<file path="src/rtl/lvds_tx_pattern_if.sv">
// Request channel of the LVDS transmit pattern generator: pulse request,
// its start phase, width and dead time, and the ready handshake.
interface lvds_tx_pattern_if #(
    parameter int unsigned PW = 3
);
    logic          req_valid;
    logic [PW-1:0] req_phase;
    logic          req_ready;
    logic [7:0]    firingticks;
    logic [7:0]    deadticks;

    modport master (
        output req_valid,
        output req_phase,
        output firingticks,
        output deadticks,
        input  req_ready
    );

    modport slave (
        input  req_valid,
        input  req_phase,
        input  firingticks,
        input  deadticks,
        output req_ready
    );
endinterface

</file>
<file path="src/rtl/lvds_tx_pattern.sv">
// Phase-binned LVDS transmit pattern generator: turns pulse requests into
// NBINS-bit words (bit 0 = earliest bin) with a firing run and dead time.
module lvds_tx_pattern #(
    parameter int unsigned NBINS = 8,
    parameter int unsigned PW    = 3
) (
    input  logic              clkin,
    input  logic              rst,
    lvds_tx_pattern_if.slave  req,
    input  logic              test_en,
    input  logic [15:0]       test_period,
    input  logic              clr_count,
    output logic [NBINS-1:0]  lvds_tx,
    output logic              busy,
    output logic [31:0]       fire_count
);

    localparam int unsigned RW  = 9;
    localparam int unsigned CW  = 16;
    localparam int unsigned FCW = 32;

    typedef enum logic [1:0] {
        IDLE = 2'd0,
        FIRE = 2'd1,
        DEAD = 2'd2
    } state_t;

    state_t           state;
    state_t           state_n;
    logic [RW-1:0]    rem_fire;
    logic [RW-1:0]    rem_dead;
    logic [RW-1:0]    rem_fire_n;
    logic [RW-1:0]    rem_dead_n;
    logic [NBINS-1:0] word_n;
    logic [CW-1:0]    test_cnt;
    logic [CW-1:0]    test_cnt_n;

    logic             test_fire_c;
    logic             accept_c;
    logic             emit_c;
    logic [PW-1:0]    start_c;
    logic [RW-1:0]    fire_in_c;
    logic [RW-1:0]    dead_in_c;
    logic [RW-1:0]    avail_c;
    logic [RW-1:0]    high_c;
    logic [RW-1:0]    rest_c;

    function automatic logic [RW-1:0] min_r(input logic [RW-1:0] a,
                                            input logic [RW-1:0] b);
        return (a < b) ? a : b;
    endfunction

    // Ready is combinational so a held request is taken on the first IDLE edge
    assign req.req_ready = (state == IDLE) && !test_en && !rst;

    assign test_fire_c = test_en && (state == IDLE) && (test_cnt >= test_period);
    assign accept_c    = test_en ? test_fire_c : (req.req_valid && req.req_ready);

    // Next-state, bin word and remaining-bin bookkeeping
    always_comb begin
        state_n    = state;
        rem_fire_n = rem_fire;
        rem_dead_n = rem_dead;
        word_n     = '0;
        emit_c     = 1'b0;
        start_c    = '0;
        fire_in_c  = rem_fire;
        dead_in_c  = rem_dead;
        avail_c    = '0;
        high_c     = '0;
        rest_c     = '0;

        if (accept_c) begin
            emit_c    = 1'b1;
            start_c   = test_en ? '0 : req.req_phase;
            fire_in_c = (req.firingticks == 8'd0) ? RW'(1) : RW'(req.firingticks);
            dead_in_c = RW'(req.deadticks);
        end else if (state == FIRE) begin
            emit_c = 1'b1;
        end

        if (emit_c) begin
            avail_c = RW'(NBINS) - RW'(start_c);
            high_c  = min_r(fire_in_c, avail_c);
            for (int unsigned i = 0; i < NBINS; i++) begin
                word_n[i] = (RW'(i) >= RW'(start_c)) &&
                            (RW'(i) <  RW'(start_c) + high_c);
            end
            rem_fire_n = fire_in_c - high_c;
            rem_dead_n = dead_in_c;
            // Dead time starts in the bin right after the last high bin
            if (rem_fire_n == '0) begin
                rest_c     = avail_c - high_c;
                rem_dead_n = dead_in_c - min_r(dead_in_c, rest_c);
            end
        end else if (state == DEAD) begin
            rem_dead_n = rem_dead - min_r(rem_dead, RW'(NBINS));
        end

        if (rem_fire_n != '0) begin
            state_n = FIRE;
        end else if (rem_dead_n != '0) begin
            state_n = DEAD;
        end else begin
            state_n = IDLE;
        end
    end

    // Test-mode period counter; held at zero while test mode is off
    always_comb begin
        test_cnt_n = test_cnt;
        if (!test_en || test_fire_c) begin
            test_cnt_n = '0;
        end else if (test_cnt != '1) begin
            test_cnt_n = test_cnt + CW'(1);
        end
    end

    always_ff @(posedge clkin or posedge rst) begin
        if (rst) begin
            state    <= IDLE;
            rem_fire <= '0;
            rem_dead <= '0;
            lvds_tx  <= '0;
            busy     <= 1'b0;
            test_cnt <= '0;
        end else begin
            state    <= state_n;
            rem_fire <= rem_fire_n;
            rem_dead <= rem_dead_n;
            lvds_tx  <= word_n;
            busy     <= (state_n != IDLE);
            test_cnt <= test_cnt_n;
        end
    end

    // Clear wins over a coincident acceptance
    always_ff @(posedge clkin or posedge rst) begin
        if (rst) begin
            fire_count <= '0;
        end else if (clr_count) begin
            fire_count <= '0;
        end else if (accept_c) begin
            fire_count <= fire_count + FCW'(1);
        end
    end

endmodule

</file>
<file path="src/flat_wrapper.sv">
// flat-port wrapper written by rule: the top's interface ports become plain ports
module lvds_tx_pattern_flat 
#(
    parameter int unsigned NBINS = 8,
    parameter int unsigned PW    = 3
)
  (clkin, rst, test_en, test_period, clr_count, lvds_tx, busy, fire_count, req_req_valid, req_req_phase, req_firingticks, req_deadticks, req_req_ready);
  lvds_tx_pattern_if #(.PW(PW)) req_i ();
  input  logic clkin;
  input  logic rst;
  input  logic test_en;
  input  logic [15:0] test_period;
  input  logic clr_count;
  output logic [NBINS-1:0] lvds_tx;
  output logic busy;
  output logic [31:0] fire_count;
  input wire logic [$bits(req_i.req_valid)-1:0] req_req_valid;
  input wire logic [$bits(req_i.req_phase)-1:0] req_req_phase;
  input wire logic [$bits(req_i.firingticks)-1:0] req_firingticks;
  input wire logic [$bits(req_i.deadticks)-1:0] req_deadticks;
  output wire logic [$bits(req_i.req_ready)-1:0] req_req_ready;
  assign req_i.req_valid = req_req_valid;
  assign req_i.req_phase = req_req_phase;
  assign req_i.firingticks = req_firingticks;
  assign req_i.deadticks = req_deadticks;
  assign req_req_ready = req_i.req_ready;
  lvds_tx_pattern #(.NBINS(NBINS), .PW(PW)) u_core (.clkin(clkin), .rst(rst), .req(req_i), .test_en(test_en), .test_period(test_period), .clr_count(clr_count), .lvds_tx(lvds_tx), .busy(busy), .fire_count(fire_count));
endmodule
</file>
<file path="config.mk">
export PLATFORM = sky130hd
export DESIGN_NAME = lvds_tx_pattern_flat
export DESIGN_NICKNAME = d
export VERILOG_FILES = /design/src/rtl/lvds_tx_pattern_if.sv /design/src/rtl/lvds_tx_pattern.sv /design/src/flat_wrapper.sv
export SDC_FILE = /design/constraint.sdc
export NUM_CORES = 1
export LEC_CHECK = 0
export BUFFER_PORTS_ARGS = -buffer_cell sky130_fd_sc_hd__buf_2
export CELL_PAD_IN_SITES_DETAIL_PLACEMENT = 2
export CELL_PAD_IN_SITES_GLOBAL_PLACEMENT = 2
export CORE_MARGIN = 1
export CORE_UTILIZATION = 36
export CTS_CLUSTER_SIZE = 8
export DETAILED_ROUTE_END_ITERATION = 7
export PLACE_DENSITY = 0.81
export SYNTH_ARGS = -nofsm -noshare
export SYNTH_HDL_FRONTEND = slang
export SYNTH_SLANG_ARGS = --single-unit
</file>
<file path="constraint.sdc">
create_clock -name clkin -period 10.9 [get_ports clkin]
set_clock_uncertainty 0.15 [all_clocks]
set_input_delay 3.27 -clock clkin [delete_from_list [all_inputs] [get_ports clkin]]
set_output_delay 3.27 -clock clkin [all_outputs]
set_load 0.01 [all_outputs]
</file>
==> flow_metrics.py <==
metrics = {
    "floorplan": {
        "dieArea_um2": 17400,
        "coreArea_um2": 16500,
        "fp-row-count": 47,
        "die_height_um": 132,
        "ios": 82,
        "die_w_um": 132,
        "start_util": 0.368,
    },
    "clock_tree": {
        "root_buffer": "clkbuf_16",
        "hold_buffers": 0,
        "cts_tree": "built",
        "clk_latency_ns": 0.37,
        "cts.sink_count": 77,
        "cts_buffers": 9,
        "cts.htree.levels": 3,
        "clk_path_buf_depth": 2,
        "clk_pin_slew_ns": 0.07,
    },
    "timing": {
        "worst_pin_slew_ns": 1.17,
        "fin_crit_ns": 11.03,
        "finalMaxSlewViolations": 0,
        "max_freq_mhz": 90.6,
        "hold_viol": 0,
        "setup_viol": 2,
        "setup_tns_ns": -0.245,
        "hold_slack_ns": 0.422,
        "worst_slack_ns": -0.135,
        "post-route-period-util": 1.01,
        "slew_headroom": 0.216,
    },
    "placed_design": {
        "port_buffers": 81,
        "place_congestion": 0.918,
        "place_hpwl_um": 17500,
        "dp.cells": 1031,
    },
    "worst_setup_path": {
        "slowest_delay_ns": 0.41,
        "cpMaxStageDelayCell": "a221o_1",
        "cp-end-kind": "register",
        "critPathLaunchType": "input port",
        "crit_type": "in2reg",
        "cp_max_fo": 8,
        "path_buf_inv": 7,
        "cp.arrival_ns": 11.12,
        "crit_family": "compound AO/OA/AOI/OAI gates",
        "required_ns": 10.99,
    },
    "grt": {
        "grt_antenna_before_repair": 2,
        "grt_pass1_wl_um": 36900,
        "grt_max_degree": 53,
        "grt_overflow_total": 0,
        "grt_pass1_vias": 6802,
        "track_usage": 0.272,
    },
    "logic_synthesis": {
        "syn_inst": 702,
        "synth_xor_area_frac": 0.0749,
        "async_reset_ff_frac": 1.00,
        "synthAdderAreaFrac": 0.120,
        "synth_edf_count": 0,
        "synth_compound_area_frac": 0.164,
        "synth_cell_type_count": 75,
        "synth_top_family_by_area": "simple AND/OR/NAND/NOR gates",
        "avgSynthCellArea_um2": 8.66,
        "syn_nets": 798,
        "netlist_area_um2": 6080,
        "muxShareOfSynthArea": 0.0447,
        "synth-main-ff-cell": "dfrtp_1",
        "ys_seq_area_frac": 0.317,
        "synth-seq-cells": 77,
        "yosys_warnings": 0,
        "yosys.area_share.simple": 0.229,
    },
    "power": {
        "p_int_mw": 1.10,
        "p_sw_frac": 0.480,
        "power.leakage_nw": 3.56,
        "vdd_drop_max_mv": 0.148,
        "powerDensity_nw_per_um2": 281,
        "seqPwrFrac": 0.180,
        "clkPwrFrac": 0.145,
        "p_comb_frac": 0.675,
        "switchingPower_mw": 1.02,
    },
    "status": {
        "status": "complete, but fails checks",
        "violations": "negative setup slack",
    },
    "final_layout": {
        "finalNetCount": 925,
        "drive_above_1_share": 0.246,
        "syn_to_final_growth_pct": 24.5,
        "stdcell_count": 1056,
    },
    "job": {
        "cap_viol_max_count": 0,
    },
    "hold_path": {
        "hold_class": "reg2reg",
    },
    "drt": {
        "drc": 0,
        "wl_per_cell_um": 23.7,
        "totalWireLength_um": 25000,
        "avgViaCountPerCell": 5.80,
        "ant_nets": 0,
        "drt-initial-drc-count": 234,
        "dr.pass1.iters": 4,
        "via_count": 6130,
    },
}
final timing paths:
kind | cells past startpoint | from | end | slack (ns)
max in group asynchronous | 3 | rst | u_core.fire_count[3] | 6.59
min in group asynchronous | 2 | rst | u_core.state[0] | 2.85
hold reg to reg | 1 | u_core.rem_fire[3] | u_core.rem_fire[3] | 0.42
setup reg to reg | 37 | u_core.test_cnt[0] | u_core.state[1] | 2.40
hold / removal | 1 | u_core.rem_fire[3] | u_core.rem_fire[3] | 0.42
setup / recovery | 38 | test_period[7] | u_core.state[1] | -0.13
cells in the final DEF (no fill, tap or decap), types with 4 or more instances in the layout:
cell type / netlist / final
a21o_1: 15 / 15
a21oi_1: 35 / 30
a21oi_2: 1 / 6
a221o_1: 8 / 8
a31oi_1: 8 / 8
and2_1: 5 / 5
and3_1: 12 / 12
and4_1: 9 / 9
buf_2: 4 / 81
buf_4: 1 / 51
clkbuf_16: 0 / 9
dfrtp_1: 77 / 77
ha_1: 52 / 48
inv_1: 57 / 55
mux2_2: 4 / 4
mux2_4: 4 / 4
mux2i_1: 13 / 12
nand2_1: 63 / 62
nand2b_1: 6 / 6
nand3_1: 18 / 18
nand3b_1: 4 / 4
nand4_1: 9 / 9
nor2_1: 71 / 69
nor2b_1: 8 / 5
nor3_1: 19 / 19
nor4_1: 5 / 5
o2111ai_1: 4 / 4
o21a_1: 4 / 4
o21ai_0: 34 / 23
o21ai_1: 4 / 10
o21ai_2: 0 / 5
o31a_1: 5 / 5
or3_1: 15 / 15
or4_1: 4 / 4
xnor2_1: 22 / 21
xor2_1: 30 / 30
flip-flops by register name, summed over array words and instances (netlist names):
register	count
u_core.fire_count	32
u_core.test_cnt	16
u_core.rem_dead	9
u_core.rem_fire	9
u_core.lvds_tx	8
u_core.state	2
u_core.busy	1
layer usage:
layer	global-route usage	wire length (µm)	vias up	part of all wire
li1	-	-	2754	-
met4	0.103	884	2	0.035
met2	0.511	13200	163	0.53
met1	0.303	10100	3147	0.40
met5	0	18	-	0.00072
met3	0.0469	895	64	0.036
power by group through the flow:
stage | Clock (mW) | Sequential [mW] | Combinational (mW)
floorplan | 0 | 0.373 | 0.762
global placement | 0 | 0.378 | 1.10
detailed placement | 0 | 0.383 | 1.18
CTS | 0.307 | 0.378 | 1.23
global route | 0.320 | 0.390 | 1.54
finish | 0.308 | 0.382 | 1.44
metrics by stage:
stage	util	setup slack, ns	instance area [µm²]	power [mW]
2_1_floorplan	-	0.0252	6080	1.13
3_3_place_gp	0.426	-0.292	7040	1.48
3_5_place_dp	0.426	-0.946	7040	1.56
4_1_cts	0.445	0.0154	7360	1.92
5_1_grt	0.458	-0.451	7570	2.25
6_report	0.458	-0.135	7570	2.13
cell usage after synthesis, drive strengths merged (9+ instances only):
library cell   n  share of area
nor2          71          0.044
and4           9          0.013
mux2i         14          0.024
and3          13          0.014
nand4          9         0.0093
ha            52           0.11
nor3          20          0.017
xor2          30          0.043
inv           57          0.035
or3           15          0.015
dfrtp         77           0.32
a21o          15          0.019
mux2          10          0.021
a21oi         36          0.030
clkbuf        11         0.0068
nand2         63          0.039
o21ai         38          0.031
nand3         18          0.015
xnor2         22          0.032
timing repair:
| action | CTS | global route |
|---|---|---|
| resized for setup | 11 | 39 |
| cloned | 0 | 0 |
| pin swaps | 4 | 22 |
| buffers inserted | 1 | 6 |
| endpoints found under the setup margin | 5 | 5 |
layout make-up:
class                           instances  area [µm²]
Antenna cell                            2        5.00
Clock buffer                            9         225
Clock inverter                          7        57.6
Fill cell                            1811        8950
Inverter                               57         214
Multi-Input combinational cell        549        4040
Sequential cell                        77        1930
Tap cell                              220         275
Timing Repair Buffer                  135         831
worst register-to-register path: cells and delay by family, from the launching register on:
| kind | cells | cell delay [ns] |
|---|---|---|
| adders and majority gates | 6 | 1.76 |
| and+or+nand+nor | 10 | 1.85 |
| AOI/OAI and AO/OA | 14 | 3.15 |
| muxes | 1 | 0.37 |
| buffers and inverters | 6 | 0.66 |
| DFF | 1 | 0.45 |
logic make-up after synthesis:
logic type,after synthesis
and+or+nand+nor,268
AOI/OAI and AO/OA,148
DFF,77
buffers and inverters,76
adders and majority gates,56
xor gates and xnor gates,52
muxes,24
other,1
Power figures use the tool's default switching activity.
